==> config.mk <==
export PLATFORM = sky130hd
export DESIGN_NAME = odd_even_counter
export DESIGN_NICKNAME = d
export VERILOG_FILES = /design/src/rtl/odd_even_counter_pkg.sv /design/src/rtl/odd_even_counter_next_val.sv /design/src/rtl/odd_even_counter.sv
export SDC_FILE = /design/constraint.sdc
export NUM_CORES = 1
export LEC_CHECK = 0
export BUFFER_PORTS_ARGS = -buffer_cell sky130_fd_sc_hd__clkbuf_2
export CORE_UTILIZATION = 27
export DETAILED_ROUTE_END_ITERATION = 8
export HOLD_SLACK_MARGIN = 0.1
export PLACE_DENSITY = 0.56
export SYNTH_ARGS = -nofsm -noshare
export SYNTH_HDL_FRONTEND = slang
export SYNTH_SLANG_ARGS = --single-unit
==> constraint.sdc <==
create_clock -name clk -period 6.98 [get_ports clk]
set_clock_uncertainty 0.2 [all_clocks]
set_input_delay 0 -clock clk [delete_from_list [all_inputs] [get_ports clk]]
set_output_delay 0 -clock clk [all_outputs]
set_load 0.01 [all_outputs]
==> src/rtl/odd_even_counter_pkg.sv <==
// -----------------------------------------------------------------------------
// odd_even_counter_pkg
// Shared definitions for the odd/even/all stepping counter.
//   mode_t      : mode encodings carried on the 2-bit mode port
//   bounds_t    : min/max count limits, MAX_WIDTH bits wide
//   calc_bounds : min/max limits for a given counter width and mode
// -----------------------------------------------------------------------------
package odd_even_counter_pkg;

    typedef enum logic [1:0] {
        MODE_ODD  = 2'b00,
        MODE_EVEN = 2'b01,
        MODE_ALL  = 2'b10,
        MODE_HOLD = 2'b11
    } mode_t;

    localparam int unsigned MAX_WIDTH = 32;

    typedef struct packed {
        logic [MAX_WIDTH-1:0] min_v;
        logic [MAX_WIDTH-1:0] max_v;
    } bounds_t;

    // Bounds are computed at MAX_WIDTH; callers keep the low WIDTH bits.
    function automatic bounds_t calc_bounds(input int unsigned width, input mode_t mode);
        logic [63:0] full;
        bounds_t     b;
        full    = (64'd1 << width) - 64'd1;
        b.min_v = '0;
        b.max_v = full[MAX_WIDTH-1:0];
        case (mode)
            MODE_ODD:  b.min_v = 32'd1;
            MODE_EVEN: b.max_v = full[MAX_WIDTH-1:0] & ~32'd1;
            default:   ;
        endcase
        return b;
    endfunction

endpackage

==> src/rtl/odd_even_counter_next_val.sv <==
// -----------------------------------------------------------------------------
// counter_next_val
// Combinational next-value logic for odd_even_counter.
//   count_i   : current count
//   mode_i    : 00 odd, 01 even, 10 all, 11 hold
//   up_dn_i   : 1 up, 0 down
//   next_o    : value to load on an enabled edge
//   wrap_o    : the step crosses a bound and wraps
//   sat_o     : the step was clamped at a bound (saturating build only)
//   aligned_o : count parity matches the mode
// Macro ODD_EVEN_COUNTER_SATURATE_EN turns wrap-around into clamping.
// -----------------------------------------------------------------------------
module counter_next_val
    import odd_even_counter_pkg::*;
#(
    parameter int unsigned WIDTH = 8
) (
    input  logic [WIDTH-1:0] count_i,
    input  logic [1:0]       mode_i,
    input  logic             up_dn_i,
    output logic [WIDTH-1:0] next_o,
    output logic             wrap_o,
    output logic             sat_o,
    output logic             aligned_o
);

    localparam logic [WIDTH-1:0] ONE = WIDTH'(1);
    localparam logic [WIDTH-1:0] TWO = WIDTH'(2);

    mode_t            mode;
    bounds_t          bnd;
    logic [WIDTH-1:0] min_v;
    logic [WIDTH-1:0] max_v;
    logic [WIDTH-1:0] step;
    logic             unused_bnd;

    assign mode  = mode_t'(mode_i);
    assign bnd   = calc_bounds(WIDTH, mode);
    assign min_v = bnd.min_v[WIDTH-1:0];
    assign max_v = bnd.max_v[WIDTH-1:0];
    // Bits of the bounds above WIDTH carry no information.
    assign unused_bnd = ^bnd;
    assign step  = (mode == MODE_ALL) ? ONE : TWO;

    always_comb begin
        aligned_o = 1'b1;
        if (mode == MODE_ODD) begin
            aligned_o = count_i[0];
        end else if (mode == MODE_EVEN) begin
            aligned_o = ~count_i[0];
        end
    end

    always_comb begin
        next_o = count_i;
        wrap_o = 1'b0;
        sat_o  = 1'b0;
        if (mode != MODE_HOLD) begin
            if (!aligned_o) begin
                // Realign by one; only 0 -> all-ones or all-ones -> 0 can wrap.
                if (up_dn_i) begin
                    next_o = count_i + ONE;
                    wrap_o = &count_i;
                end else begin
                    next_o = count_i - ONE;
                    wrap_o = (count_i == '0);
                end
            end else if (up_dn_i) begin
                if (count_i == max_v) begin
                    next_o = min_v;
                    wrap_o = 1'b1;
                end else begin
                    next_o = count_i + step;
                end
            end else begin
                if (count_i == min_v) begin
                    next_o = max_v;
                    wrap_o = 1'b1;
                end else begin
                    next_o = count_i - step;
                end
            end
`ifdef ODD_EVEN_COUNTER_SATURATE_EN
            // Clamp instead of wrapping; a wrapping realign lands on the
            // bound nearest to the travel direction.
            if (wrap_o) begin
                wrap_o = 1'b0;
                sat_o  = 1'b1;
                if (aligned_o) begin
                    next_o = count_i;
                end else begin
                    next_o = up_dn_i ? max_v : min_v;
                end
            end
`endif
        end
    end

endmodule

==> src/rtl/odd_even_counter.sv <==
// -----------------------------------------------------------------------------
// odd_even_counter
// Up/down counter stepping over odd, even or all values, with synchronous
// load (priority over enable) and a registered wrap pulse.
//   clk, rst  : clock, asynchronous active-high reset
//   en        : advance enable
//   mode      : 00 odd, 01 even, 10 all, 11 hold
//   up_dn     : 1 up, 0 down
//   load      : synchronous load of load_val (no parity correction)
//   count     : registered count
//   wrap      : registered one-cycle pulse when count shows a wrapped value
//   sat       : registered, count clamped at a bound (saturating build only)
//   aligned   : combinational, count parity matches mode
// Macro ODD_EVEN_COUNTER_SATURATE_EN: clamp at bounds, add sat, tie wrap to 0.
// -----------------------------------------------------------------------------
module odd_even_counter
    import odd_even_counter_pkg::*;
#(
    parameter int unsigned      WIDTH     = 8,
    parameter logic [WIDTH-1:0] RESET_VAL = WIDTH'(1)
) (
    input  logic             clk,
    input  logic             rst,
    input  logic             en,
    input  logic [1:0]       mode,
    input  logic             up_dn,
    input  logic             load,
    input  logic [WIDTH-1:0] load_val,
    output logic [WIDTH-1:0] count,
    output logic             wrap,
`ifdef ODD_EVEN_COUNTER_SATURATE_EN
    output logic             sat,
`endif
    output logic             aligned
);

    logic [WIDTH-1:0] count_q, count_d;
    logic             wrap_q, wrap_d;
    logic             sat_q, sat_d;
    logic [WIDTH-1:0] next_val;
    logic             next_wrap;
    logic             next_sat;

    counter_next_val #(.WIDTH(WIDTH)) u_next (
        .count_i   (count_q),
        .mode_i    (mode),
        .up_dn_i   (up_dn),
        .next_o    (next_val),
        .wrap_o    (next_wrap),
        .sat_o     (next_sat),
        .aligned_o (aligned)
    );

    always_comb begin
        count_d = count_q;
        wrap_d  = 1'b0;
        sat_d   = 1'b0;
        if (load) begin
            count_d = load_val;
        end else if (en) begin
            count_d = next_val;
            wrap_d  = next_wrap;
            sat_d   = next_sat;
        end
    end

    always_ff @(posedge clk or posedge rst) begin
        if (rst) begin
            count_q <= RESET_VAL;
            wrap_q  <= 1'b0;
            sat_q   <= 1'b0;
        end else begin
            count_q <= count_d;
            wrap_q  <= wrap_d;
            sat_q   <= sat_d;
        end
    end

    assign count = count_q;

`ifdef ODD_EVEN_COUNTER_SATURATE_EN
    assign wrap = 1'b0;
    assign sat  = sat_q;
    logic unused_wrap;
    assign unused_wrap = wrap_q;
`else
    assign wrap = wrap_q;
    logic unused_sat;
    assign unused_sat = sat_q;
`endif

endmodule

==> results.yml <==
status:
  status: "finished, final reports clean"
yosys:
  synth_top_family_by_area: "compound AO/OA/AOI/OAI gates"
  synth_compound_area_share_pct: 32.3
  yosys_warnings: 0
  synth-edff-count: 0
  avgSynthCellArea_um2: 7.71
  syn_area_mm2: 0.00136
  synth_cells: 177
  synth-main-ff-cell: "dfrtp_1"
  synth-simple-area-share_pct: 24.0
  synth-xor-area-share_pct: 7.71
  synth-adder-area-share_pct: 12.1
  muxShareOfSynthArea_pct: 0.734
  async_flop_share_pct: 100
  ys_ff_latch: 9
  syn_nets: 204
  ys_types: 58
  synth-seq-area-share_pct: 16.6
clocking:
  cts_max_level: 1
  numCtsBuffers: 3
  cts_setup_buffers: 0
  path_clk_slew_ps: 50
  clock_latency_ps: 230
  ctsResizeCount: 0
  cts_tree: "yes"
  clkSinkCount: 9
  cts_hold_buf: 13
  cts_max_path_buffers: 2
  root_buffer: "clkbuf_8"
power_and_ir_drop:
  combPwrFrac_pct: 52.7
  power_frac_seq_pct: 28.3
  switching_share_pct: 43.8
  pwr-share-clk_pct: 19.0
  ir_drop_uv: 59.7
  p_sw_mw: 0.139
  p_int_mw: 0.178
  p_leak_nw: 0.711
  p_per_area_mw_per_mm2: 186
timing:
  period_needed_ps: 2750
  period_share_pct: 39.3
  timing.hold.ws_ps: 102
  slew_violations: 0
  slew_headroom_pct: 47.1
  rsz0062_at_grt: "no"
  hold_viol_final: 0
  worstMarginPinSlew_ps: 787
  setup_tns_ps: 0
  setup_viol: 0
  fmax_mhz: 364
floorplanning:
  placeableCoreArea_mm2: 0.00479
  fp-row-count: 25
  die_x_um: 73.1
  die_area_mm2: 0.00534
  die_h_um: 73.1
  pin_count: 25
  start_util_pct: 28.5
detailed_routing:
  vias_per_cell: 5.38
  via_count: 1479
  drt_wl_total_um: 3980
  dr.pass1.iters: 4
  drc: 0
  antenna_left: 0
  first_iter_violations: 82
  detail_route.wl_per_cell_um: 14.5
min_path:
  hp-class: "input pin to flip-flop"
setup_path:
  critPathArrivalTime_ps: 2680
  end_kind: "flip-flop"
  start_kind: "flip-flop"
  path_class: "flip-flop to flip-flop"
  cp.required_ps: 6910
  crit_path_max_fanout: 15
grt:
  grt_pass1_vias: 1362
  grt-ovfl-total: 0
  grt_use_total_pct: 15.9
  grt_pass1_wl_um: 6600
  grt_antenna_before_repair: 0
  grt_max_degree: 16
placed_design:
  io_buffers: 24
  hpwl_um: 3030
  place_area_mm2: 0.00153
  place_congestion: 0.889
layout:
  nets: 236
  drive_above_1_share_pct: 16.3
  diodes: 0
  fin_area_mm2: 0.00170
  fill_cells: 495
  area_growth_pct: 24.9
  fin_util_pct: 35.6
flow_run:
  drv_cap: 0
==> power by group through the flow <==
stage / clock network [mW] / logic [mW] / registers, mW
2_1_floorplan: 0 / 0.129 / 0.0757
3_3_place_gp: 0 / 0.161 / 0.0905
3_5_place_dp: 0 / 0.159 / 0.0904
4_1_cts: 0.0604 / 0.167 / 0.0897
5_1_grt: 0.0633 / 0.188 / 0.0931
6_report: 0.0604 / 0.167 / 0.0898
==> cell families after synthesis <==
group / after synthesis
xor+xnor: 12
buf+inv: 23
mux: 1
simple gates: 60
compound gates: 60
flops: 9
fa+ha+maj: 12
==> final timing paths <==
check,startpoint,slack (ps),end,depth (start not counted)
max,count[0],4230,count[6],8
min in group asynchronous,rst,620,count[6],4
max in group asynchronous,rst,5670,count[0],4
min,up_dn,100,count[4],4
max reg2reg,count[0],4230,count[6],8
min reg2reg,count[0],490,count[0],2
==> worst max-delay path, stage by stage (launching register included) <==
cell and delay, ps:
dfstp_2 690, nand2_1 110, fa_1 430, inv_1 100, nand2_1 60, xor2_1 140
o31a_1 280, dlygate4sd3_1 560, o311ai_1 70
==> layout by cell type, fill, tap and decap left out, drive strengths merged, types with 6 or more instances in the layout <==
cell | synthesis | layout
dlygate4sd3 | 0 | 13
a21oi | 7 | 7
dfrtp | 8 | 8
nor3 | 7 | 7
nor2 | 11 | 11
nand2 | 12 | 12
o21ai | 9 | 9
ha | 10 | 10
clkbuf | 8 | 28
xor2 | 8 | 8
inv | 12 | 12
nand3 | 6 | 6
==> per-stage QoR <==
stage          cells  worst slack [ps]  power, mW
6_report         275              4230      0.317
5_1_grt          275              4100      0.345
4_1_cts          275              4250      0.317
3_5_place_dp     258              4540      0.249
3_3_place_gp     258              4490      0.252
2_1_floorplan    177              4720      0.205
==> synthesized netlist by cell type (2+ instances only) <==
cell / count / area (µm²)
buf_2: 2 / 10.0
ha_1: 10 / 125
a22oi_1: 5 / 37.5
a21boi_0: 2 / 15.0
a21oi_1: 7 / 35.0
inv_1: 11 / 41.3
nand3_1: 6 / 30.0
or3_1: 3 / 18.8
o21ai_0: 9 / 45.0
a2bb2oi_1: 2 / 17.5
nand3b_1: 2 / 15.0
or2_2: 2 / 12.5
clkbuf_1: 8 / 30.0
xor2_1: 8 / 70.1
dfrtp_1: 8 / 200
xnor2_1: 4 / 35.0
o32ai_1: 2 / 17.5
nor3_1: 7 / 35.0
a211oi_1: 2 / 15.0
a31oi_1: 3 / 18.8
o221ai_1: 5 / 43.8
nor2_1: 11 / 41.3
o21bai_1: 2 / 15.0
o2111ai_1: 2 / 17.5
o211ai_1: 5 / 37.5
o31ai_1: 3 / 22.5
fa_1: 2 / 40.0
nand2_1: 12 / 45.0
and2_1: 2 / 12.5
nand2b_1: 2 / 12.5
==> flip-flops by register name, indices dropped and copies added, names as in the netlist <==
signal / count
count: 8
wrap: 1
==> metal layers <==
metal	global-route usage, %	up-vias	part of all wire, %
met5	0	-	0
met4	6.10	0	1.8
met3	1.80	8	5.1
met2	24.8	46	48
met1	22.4	685	45
li1	-	740	-
==> layout make-up <==
class	instances	area [µm²]	share of cell area [%]
flip-flops and latches	9	226	13.3
well taps	67	83.8	4.92
clock buffers	4	45.0	2.65
multi-input cells	145	1050	61.6
inverters	13	48.8	2.87
repair buffers	37	250	14.7
No activity file was read; power rests on OpenSTA's default activity.
